===== src/rtl/llc_bus_op_ctrl.sv =====
// rtl/llc_bus_op_ctrl.sv - LLC shared-bus operation issuer with HITM retry and snoop collection
//
// Purpose:
//   Accepts one cache request at a time (READ, WRITE, INVALIDATE, RWIM), drives
//   it on the shared bus with a line-aligned address, collects the snoop result
//   and returns a single one-cycle response. READ and RWIM that see HITM are
//   reissued after an idle gap, up to MAX_RETRY times, giving the owning cache
//   time to write its modified line back.
//
// Ports:
//   clk, rst_n          clock (rising edge), asynchronous active-low reset
//   req_valid/req_ready request handshake; req_op (0 RD,1 WR,2 INV,3 RWIM), req_addr
//   bus_valid/bus_ack   bus handshake; bus_op, bus_addr (line-aligned) held until ack
//   snoop_rslt          0 HIT, 1 HITM, 2 NOHIT, 3 reserved (treated as NOHIT)
//   rsp_valid           one-cycle completion pulse with rsp_snoop, rsp_retry_fail
//   cnt_ops, cnt_hitm   saturating bus_ack / HITM counters
//
// Configuration:
//   BUS_STATS_EN  when defined, cnt_ops/cnt_hitm are real counters; otherwise
//                 no counter state exists and both outputs read 0.

module llc_bus_op_ctrl #(
  parameter int ADDR_W    = 32,
  parameter int LINE_OFF  = 6,
  parameter int MAX_RETRY = 3,
  parameter int RETRY_GAP = 4
) (
  input  logic              clk,
  input  logic              rst_n,
  input  logic              req_valid,
  output logic              req_ready,
  input  logic [1:0]        req_op,
  input  logic [ADDR_W-1:0] req_addr,
  output logic              bus_valid,
  output logic [1:0]        bus_op,
  output logic [ADDR_W-1:0] bus_addr,
  input  logic              bus_ack,
  input  logic [1:0]        snoop_rslt,
  output logic              rsp_valid,
  output logic [1:0]        rsp_snoop,
  output logic              rsp_retry_fail,
  output logic [15:0]       cnt_ops,
  output logic [15:0]       cnt_hitm
);

  localparam logic [1:0] OP_READ  = 2'd0;
  localparam logic [1:0] OP_RWIM  = 2'd3;
  localparam logic [1:0] SN_HITM  = 2'd1;
  localparam logic [1:0] SN_NOHIT = 2'd2;
  localparam logic [1:0] SN_RSVD  = 2'd3;

  localparam int RC_W  = (MAX_RETRY < 1) ? 1 : $clog2(MAX_RETRY + 1);
  localparam int GAP_W = $clog2(RETRY_GAP + 1);

  localparam logic [RC_W-1:0]   RC_MAX    = RC_W'(MAX_RETRY);
  localparam logic [GAP_W-1:0]  GAP_LOAD  = GAP_W'(RETRY_GAP);
  localparam logic [ADDR_W-1:0] LINE_MASK = ~((ADDR_W'(1) << LINE_OFF) - ADDR_W'(1));

  typedef enum logic [1:0] {
    S_IDLE  = 2'd0,
    S_ISSUE = 2'd1,
    S_GAP   = 2'd2,
    S_RESP  = 2'd3
  } state_t;

  state_t            state_q, state_d;
  logic              live_q;     // low only until the first edge after reset, keeps req_ready at 0 in reset
  logic [1:0]        op_q;
  logic [ADDR_W-1:0] addr_q;
  logic [1:0]        snoop_q;
  logic [RC_W-1:0]   retry_q;
  logic [GAP_W-1:0]  gap_q;

  logic              ack_fire;
  logic [1:0]        snp_map;
  logic              retryable;
  logic              do_retry;

  assign ack_fire  = (state_q == S_ISSUE) && bus_ack;
  assign snp_map   = (snoop_rslt == SN_RSVD) ? SN_NOHIT : snoop_rslt;
  // Only ops that need the line's data can be stuck behind a modified copy.
  assign retryable = (op_q == OP_READ) || (op_q == OP_RWIM);
  assign do_retry  = ack_fire && retryable && (snp_map == SN_HITM) && (retry_q < RC_MAX);

  // State register
  always_ff @(posedge clk or negedge rst_n) begin
    if (!rst_n) begin
      state_q <= S_IDLE;
      live_q  <= 1'b0;
    end else begin
      state_q <= state_d;
      live_q  <= 1'b1;
    end
  end

  // Next state and handshake outputs
  always_comb begin
    state_d   = state_q;
    req_ready = 1'b0;
    bus_valid = 1'b0;
    rsp_valid = 1'b0;
    case (state_q)
      S_IDLE: begin
        req_ready = live_q;
        if (live_q && req_valid) begin
          state_d = S_ISSUE;
        end
      end
      S_ISSUE: begin
        bus_valid = 1'b1;
        if (bus_ack) begin
          state_d = do_retry ? S_GAP : S_RESP;
        end
      end
      S_GAP: begin
        // Leave when this cycle's decrement brings the counter to zero.
        if (gap_q <= GAP_W'(1)) begin
          state_d = S_ISSUE;
        end
      end
      S_RESP: begin
        rsp_valid = 1'b1;
        state_d   = S_IDLE;
      end
      default: begin
        state_d = S_IDLE;
      end
    endcase
  end

  // Request, retry and gap bookkeeping
  always_ff @(posedge clk or negedge rst_n) begin
    if (!rst_n) begin
      op_q    <= 2'd0;
      addr_q  <= '0;
      snoop_q <= 2'd0;
      retry_q <= '0;
      gap_q   <= '0;
    end else begin
      if (state_q == S_IDLE && live_q && req_valid) begin
        op_q    <= req_op;
        addr_q  <= req_addr & LINE_MASK;
        retry_q <= '0;
      end
      if (ack_fire) begin
        snoop_q <= snp_map;
        if (do_retry) begin
          retry_q <= retry_q + RC_W'(1);
          gap_q   <= GAP_LOAD;
        end
      end
      if (state_q == S_GAP && gap_q != '0) begin
        gap_q <= gap_q - GAP_W'(1);
      end
    end
  end

  // Bus and response payloads are only meaningful alongside their valids.
  assign bus_op         = bus_valid ? op_q : 2'd0;
  assign bus_addr       = bus_valid ? addr_q : '0;
  assign rsp_snoop      = rsp_valid ? snoop_q : 2'd0;
  assign rsp_retry_fail = rsp_valid && retryable && (snoop_q == SN_HITM) && (retry_q == RC_MAX);

`ifdef BUS_STATS_EN
  logic [15:0] ops_q;
  logic [15:0] hitm_q;

  always_ff @(posedge clk or negedge rst_n) begin
    if (!rst_n) begin
      ops_q  <= 16'd0;
      hitm_q <= 16'd0;
    end else if (ack_fire) begin
      if (ops_q != 16'hFFFF) begin
        ops_q <= ops_q + 16'd1;
      end
      if (snp_map == SN_HITM && hitm_q != 16'hFFFF) begin
        hitm_q <= hitm_q + 16'd1;
      end
    end
  end

  assign cnt_ops  = ops_q;
  assign cnt_hitm = hitm_q;
`else
  assign cnt_ops  = 16'd0;
  assign cnt_hitm = 16'd0;
`endif

endmodule


===== config.mk =====
export PLATFORM = sky130hd
export DESIGN_NAME = llc_bus_op_ctrl
export DESIGN_NICKNAME = d
export VERILOG_FILES = /design/src/rtl/llc_bus_op_ctrl.sv
export SDC_FILE = /design/constraint.sdc
export NUM_CORES = 1
export LEC_CHECK = 0
export CORE_MARGIN = 3
export CORE_UTILIZATION = 35
export DETAILED_ROUTE_END_ITERATION = 7
export GPL_TIMING_DRIVEN = 0
export MAX_ROUTING_LAYER = met4
export PLACE_DENSITY_LB_ADDON = 0.05
export SETUP_SLACK_MARGIN = 0.4
export SLEW_MARGIN = 30
export SYNTH_ARGS = -nofsm -noshare
export SYNTH_HDL_FRONTEND = slang
export SYNTH_SLANG_ARGS = --single-unit

===== constraint.sdc =====
create_clock -name clk -period 2.2 [get_ports clk]
set_input_delay 0.44 -clock clk [delete_from_list [all_inputs] [get_ports clk]]
set_output_delay 0.44 -clock clk [all_outputs]
set_load 0.02 [all_outputs]

## Yosys cells after proc, flatten, opt, wreduce, memory -nomap -nowiden

Cells that the tools add are included.

- ROM bits: 0
- Input bits: 40
- Memories kept: 0
- Logic and storage cells: 59
- Register bits after elaboration: 38
- Memory bits (writable): 0
- Latch bits: 0

- Eq/ne operators: 11
- Order comparisons: 2
- Multiplexer cells: 18
- Bitwise operators: 0
- $add $sub $neg: 2
- Divide/modulo/power cells: 0
- Shift operators: 0
- Reduce and logical (&&, ||, !) cells: 19
- Multipliers: 0

Operators by type and width:

| operator | number |
|---|---|
| two-way mux 32 bit | 1 |
| two-way mux 2 bit | 9 |
| logical AND 1 bit | 11 |
| equality test 2 bit (second input constant) | 5 |
| two-way mux 3 bit | 3 |
| one-hot mux 2 bit (4 select lines) | 1 |
| equality test 2 x 1 -> 1 bit (second input constant) | 3 |
| inequality test 2 bit (second input constant) | 3 |
| zero test 2 bit | 2 |
| two-way mux 1 bit | 4 |
| nonzero test 2 bit | 2 |
| less-or-equal comparator 3 x 1 -> 1 bit (second input constant) | 1 |
| AND reduction 3 bit | 1 |
| nonzero test 3 bit | 1 |
| subtractor 3 x 1 -> 3 bit (second input constant) | 1 |
| adder 2 x 1 -> 2 bit (second input constant) | 1 |
| less-than comparator 2 bit (second input constant) | 1 |
| AND reduction 2 bit | 1 |
| logical OR 1 bit | 1 |

## Depth between registers and ports, before layout

Gate-level depths: netlist (run 1).

- Depth after elaboration: 8
- Gate-level depth with buffers: 5

## Least setup slack after synthesis (run 1)

Ideal clock, no wire load.

- Path type: register -> output
- Start: reg state_q[1]
- End: out rsp_retry_fail
- Required time: 1760 ps
- Arrival time: 1517 ps
- Path buffers: 1
- Stages on the path, launching flop included: 4
- Path slack: 243 ps
- Cell sequence: dfrtp_1 > buf_2 > and3_1 > nor4bb_1

- Cells in the longest elaborated chain, start to end: 5

Ends and longest elaborated chain:

| item | RTL line | source |
|---|---|---|
| from (decl) | 66 | `state_t state_q, state_d;` |
| from (signal assigned) | 91 | `state_q <= state_d;` |
| equality test 2 bit | 102 | `case (state_q)` |
| two-way mux 1 bit | 102 |  |
| logical AND 1 bit (3 in a row) | 162 | `assign rsp_retry_fail = rsp_valid && retryable && (snoop_q == SN_HITM) && (retry_q == RC_MAX);` |
| to (decl) | 41 | `output logic rsp_retry_fail,` |

No other way between the ends.

## Worst setup path after layout (run 1)

- Start: reg state_q[0]
- End: out bus_addr[7]

- Cells in the longest elaborated chain, start to end: 3

Ends and longest elaborated chain:

| item | RTL line | source |
|---|---|---|
| equality test 2 x 1 -> 1 bit | 102 |  |
| two-way mux 1 bit | 102 |  |
| two-way mux 32 bit | 160 | `assign bus_addr = bus_valid ? addr_q : '0;` |
| to (decl) | 36 | `output logic [ADDR_W-1:0] bus_addr,` |

No other way between the ends.

==> impl_metrics.tcl, run 1 <==
set metrics [dict create \
    status "completed" \
    drt-pass1-iter-count 4 \
    io_pins 112 \
    finalCriticalPeriod_ns 1.90 \
    numCtsBuffers 5 \
    hold_viol 0 \
    combPwrFrac_pct 59.9 \
    grt_first_pass_wirelength_um 7790 \
    antenna_found_initial 0 \
    cts.clk_slew.worst_paths_ns 0.07 \
    ys_types 34 \
    cts_max_level 2 \
    setup_viol 0 \
    p_seq_share_pct 29.0 \
    worstPathCellList "buf_6 -> nor2b_4 -> buf_4 -> clkbuf_8 -> and2_1 -> buf_6" \
    insertedDiodeCount 0 \
    fin_crit_sh_pct 86.6 \
    fin_nets 358 \
    final_layout_size_suffix_gt1_share_pct 40.9 \
    cp_max_fo 5 \
    worst_setup_path_end_kind "output pin" \
    ys_seq_area_share_pct 45.2 \
    netlist_instances 186 \
    clockRootBuffer "clkbuf_8" \
    path_class "flip-flop to output pin" \
    crit_slowest_cell "dfrtp_1" \
    post-dp-hpwl_um 3450 \
    peakVddDrop_v 0.000685 \
    netlist_area_um2 2100 \
    synth_warnings 0 \
    via_count 1577 \
    cts_sinks 38 \
    finalCoreUtilization_pct 59.5 \
    grtUsageTotal_pct 14.1 \
    ctsLongestPathBuffers 2 \
    synth_area_per_cell_um2 11.3 \
    powerDensity_nw_per_um2 1250 \
    gp_congestion 0.698 \
    worst_ep_arrival_time_ns 1.46 \
    drtIter0Drc 38 \
    cts_tree "done" \
    area_growth_pct 59.8 \
    fmax_ghz 0.525 \
    power_w 0.00421 \
    power.share.clock_pct 11.1 \
    finalClockSkew_ns 0.00743 \
    rsz0062_at_grt "true" \
    die-area_um2 6970 \
    p_sw_w 0.00154 \
    cts_hold_buf 0 \
    overflow 0 \
    max_cap_viol_count 0 \
    clk_latency_ns 0.28 \
    grt_max_degree 22 \
    ys_ff_latch 38 \
    initial_core_util_pct 37.3 \
    routed_via_density 4.10 \
    io_buffers 67 \
    fp.dieH_um 83.5 \
    core_um2 5640 \
    postPlaceCellArea_um2 3030 \
    routedWlPerCell_um 12.4 \
    hold_class "input pin to asynchronous set/reset pin" \
    ant_nets 0 \
    cp_data_required_time_ns 1.76 \
    cp_num_buf_inv 4 \
    die_w_um 83.5 \
    design_area_um2 3360 \
    swShare_pct 36.6 \
    grt_pass1_vias 1586 \
    p_int_w 0.00267 \
    drc 0 \
    cp_top_family "buffers and inverters" \
    cpMostUsedCell "buf_6" \
    drt_wl_total_um 4770 \
    leakage_nw 1.70 \
    max_stage_delay_ns 0.38 \
    n_fill_cell 515 \
    fp-row-count 27 \
    maxSlewViolCount 0 \
    start_kind "flip-flop" \
]
==> cell usage after synthesis (all sizes together) <==
cell,number,area [µm²]
nor2b,3,18.8
mux2,30,342
and2,29,181
nor3b,1,7.51
and3,3,18.8
nand3b,1,7.51
o21ai,4,20.0
inv,3,11.3
nand4b,1,8.76
nand2b,3,18.8
and4bb,1,12.5
mux2i,1,10.0
nor3,1,5.00
or3,2,17.5
buf,43,310
a211oi,1,7.51
nand2,2,7.51
clkbuf,3,11.3
a21o,1,7.51
ha,4,50.1
a31oi,1,6.26
nor4bb,1,10.0
or3b,2,17.5
dfrtp,38,951
o21bai,1,7.51
o31ai,1,7.51
xor2,1,8.76
nor2,1,3.75
conb,2,7.51
o32ai,1,8.76
==> layer usage <==
layer / vias up / share of wire, % / global-route usage [%]
met5: - / 0 / -
met4: 0 / 0.63 / 3.95
met3: 4 / 8.7 / 5.03
met2: 61 / 48 / 21.4
met1: 724 / 42 / 17.8
li1: 788 / - / -
==> power by group through the flow <==
stage,combinational [W],sequential (W),clock (W)
after floorplan,0.00123,0.00116,0
after global placement,0.00202,0.00120,0
after detailed placement,0.00203,0.00121,0
after CTS,0.00229,0.00122,0.000491
after global routing,0.00273,0.00128,0.000515
final,0.00252,0.00122,0.000466
==> registers in the layout, summed over array words and instances, names as in the netlist <==
register and count:
addr_q 26, op_q 2, snoop_q 2, live_q 1
retry_q 2, gap_q 3, state_q 2
==> per-stage QoR <==
step	std cells	TNS, ns	hold slack (ns)	worst slack, ns
final	385	0	0.0927	0.296
after global routing	385	0	0.111	0.227
after CTS	377	0	0.0974	0.205
after detailed placement	363	-5.98	0.414	-0.453
after global placement	362	-17.41	0.459	-0.463
after floorplan	223	0	0.144	0.427
==> final timing paths <==
check | slack (ns) | endpoint | cells after the start | start
worst max-delay path | 0.30 | bus_addr[7] | 6 | state_q[0]$_DFFE_PN0P_
worst min-delay path | 0.09 | addr_q[9]$_DFFE_PN0P_ | 1 | rst_n
worst max register to register | 0.41 | retry_q[1]$_DFF_PN0_ | 4 | retry_q[0]$_DFF_PN0_
worst min register to register | 0.48 | addr_q[19]$_DFFE_PN0P_ | 1 | addr_q[19]$_DFFE_PN0P_
max in group asynchronous | 1.65 | gap_q[1]$_DFFE_PN0P_ | 2 | rst_n
min in group clk | 0.48 | addr_q[19]$_DFFE_PN0P_ | 1 | addr_q[19]$_DFFE_PN0P_
==> cells in the final DEF (no fill, tap or decap), drive strengths merged, types with 4 or more instances in the layout <==
cell type,n
dlygate4sd2,5
o21ai,4
and2,29
clkdlybuf4s50,30
ha,4
clkbuf,8
mux2,30
conb,39
dfrtp,38
buf,93
==> timing repair <==
| action | 4_1_cts | 5_1_grt |
|---|---|---|
| gates cloned | 1 | 1 |
| endpoints found under the hold margin | 0 | 0 |
| setup buffers | 7 | 7 |
| pin swaps | 3 | 9 |
| gates resized for setup | 178 | 38 |
| endpoints found under the setup margin | 35 | 35 |
==> logic make-up after synthesis <==
family          count (synthesis)  share of synthesized area, %
fa+ha+maj                       4                          2.38
flops                          38                          45.2
simple gates                   51                          16.0
compound gates                 10                          3.10
other cells                     2                         0.357
buf+inv                        49                          15.8
mux                            31                          16.7
xor+xnor                        1                         0.417
==> layout make-up <==
class	instances	area (µm²)	area share, %
repair buffers	84	796	23.7
multi-input cells	136	1050	31.4
clock buffers	6	82.6	2.46
inverters	3	11.3	0.335
flip-flops and latches	38	951	28.3
plain buffers	46	374	11.1
well taps	72	90.1	2.68
Note: power is estimated with default switching activity, not from simulation.
==> run 2: changes to the inputs <==
CTS_CLUSTER_SIZE = 25   (was unset)
==> results of run 2 <==
Same layout as run 1: the final DEF is identical, and so are final timing and power.
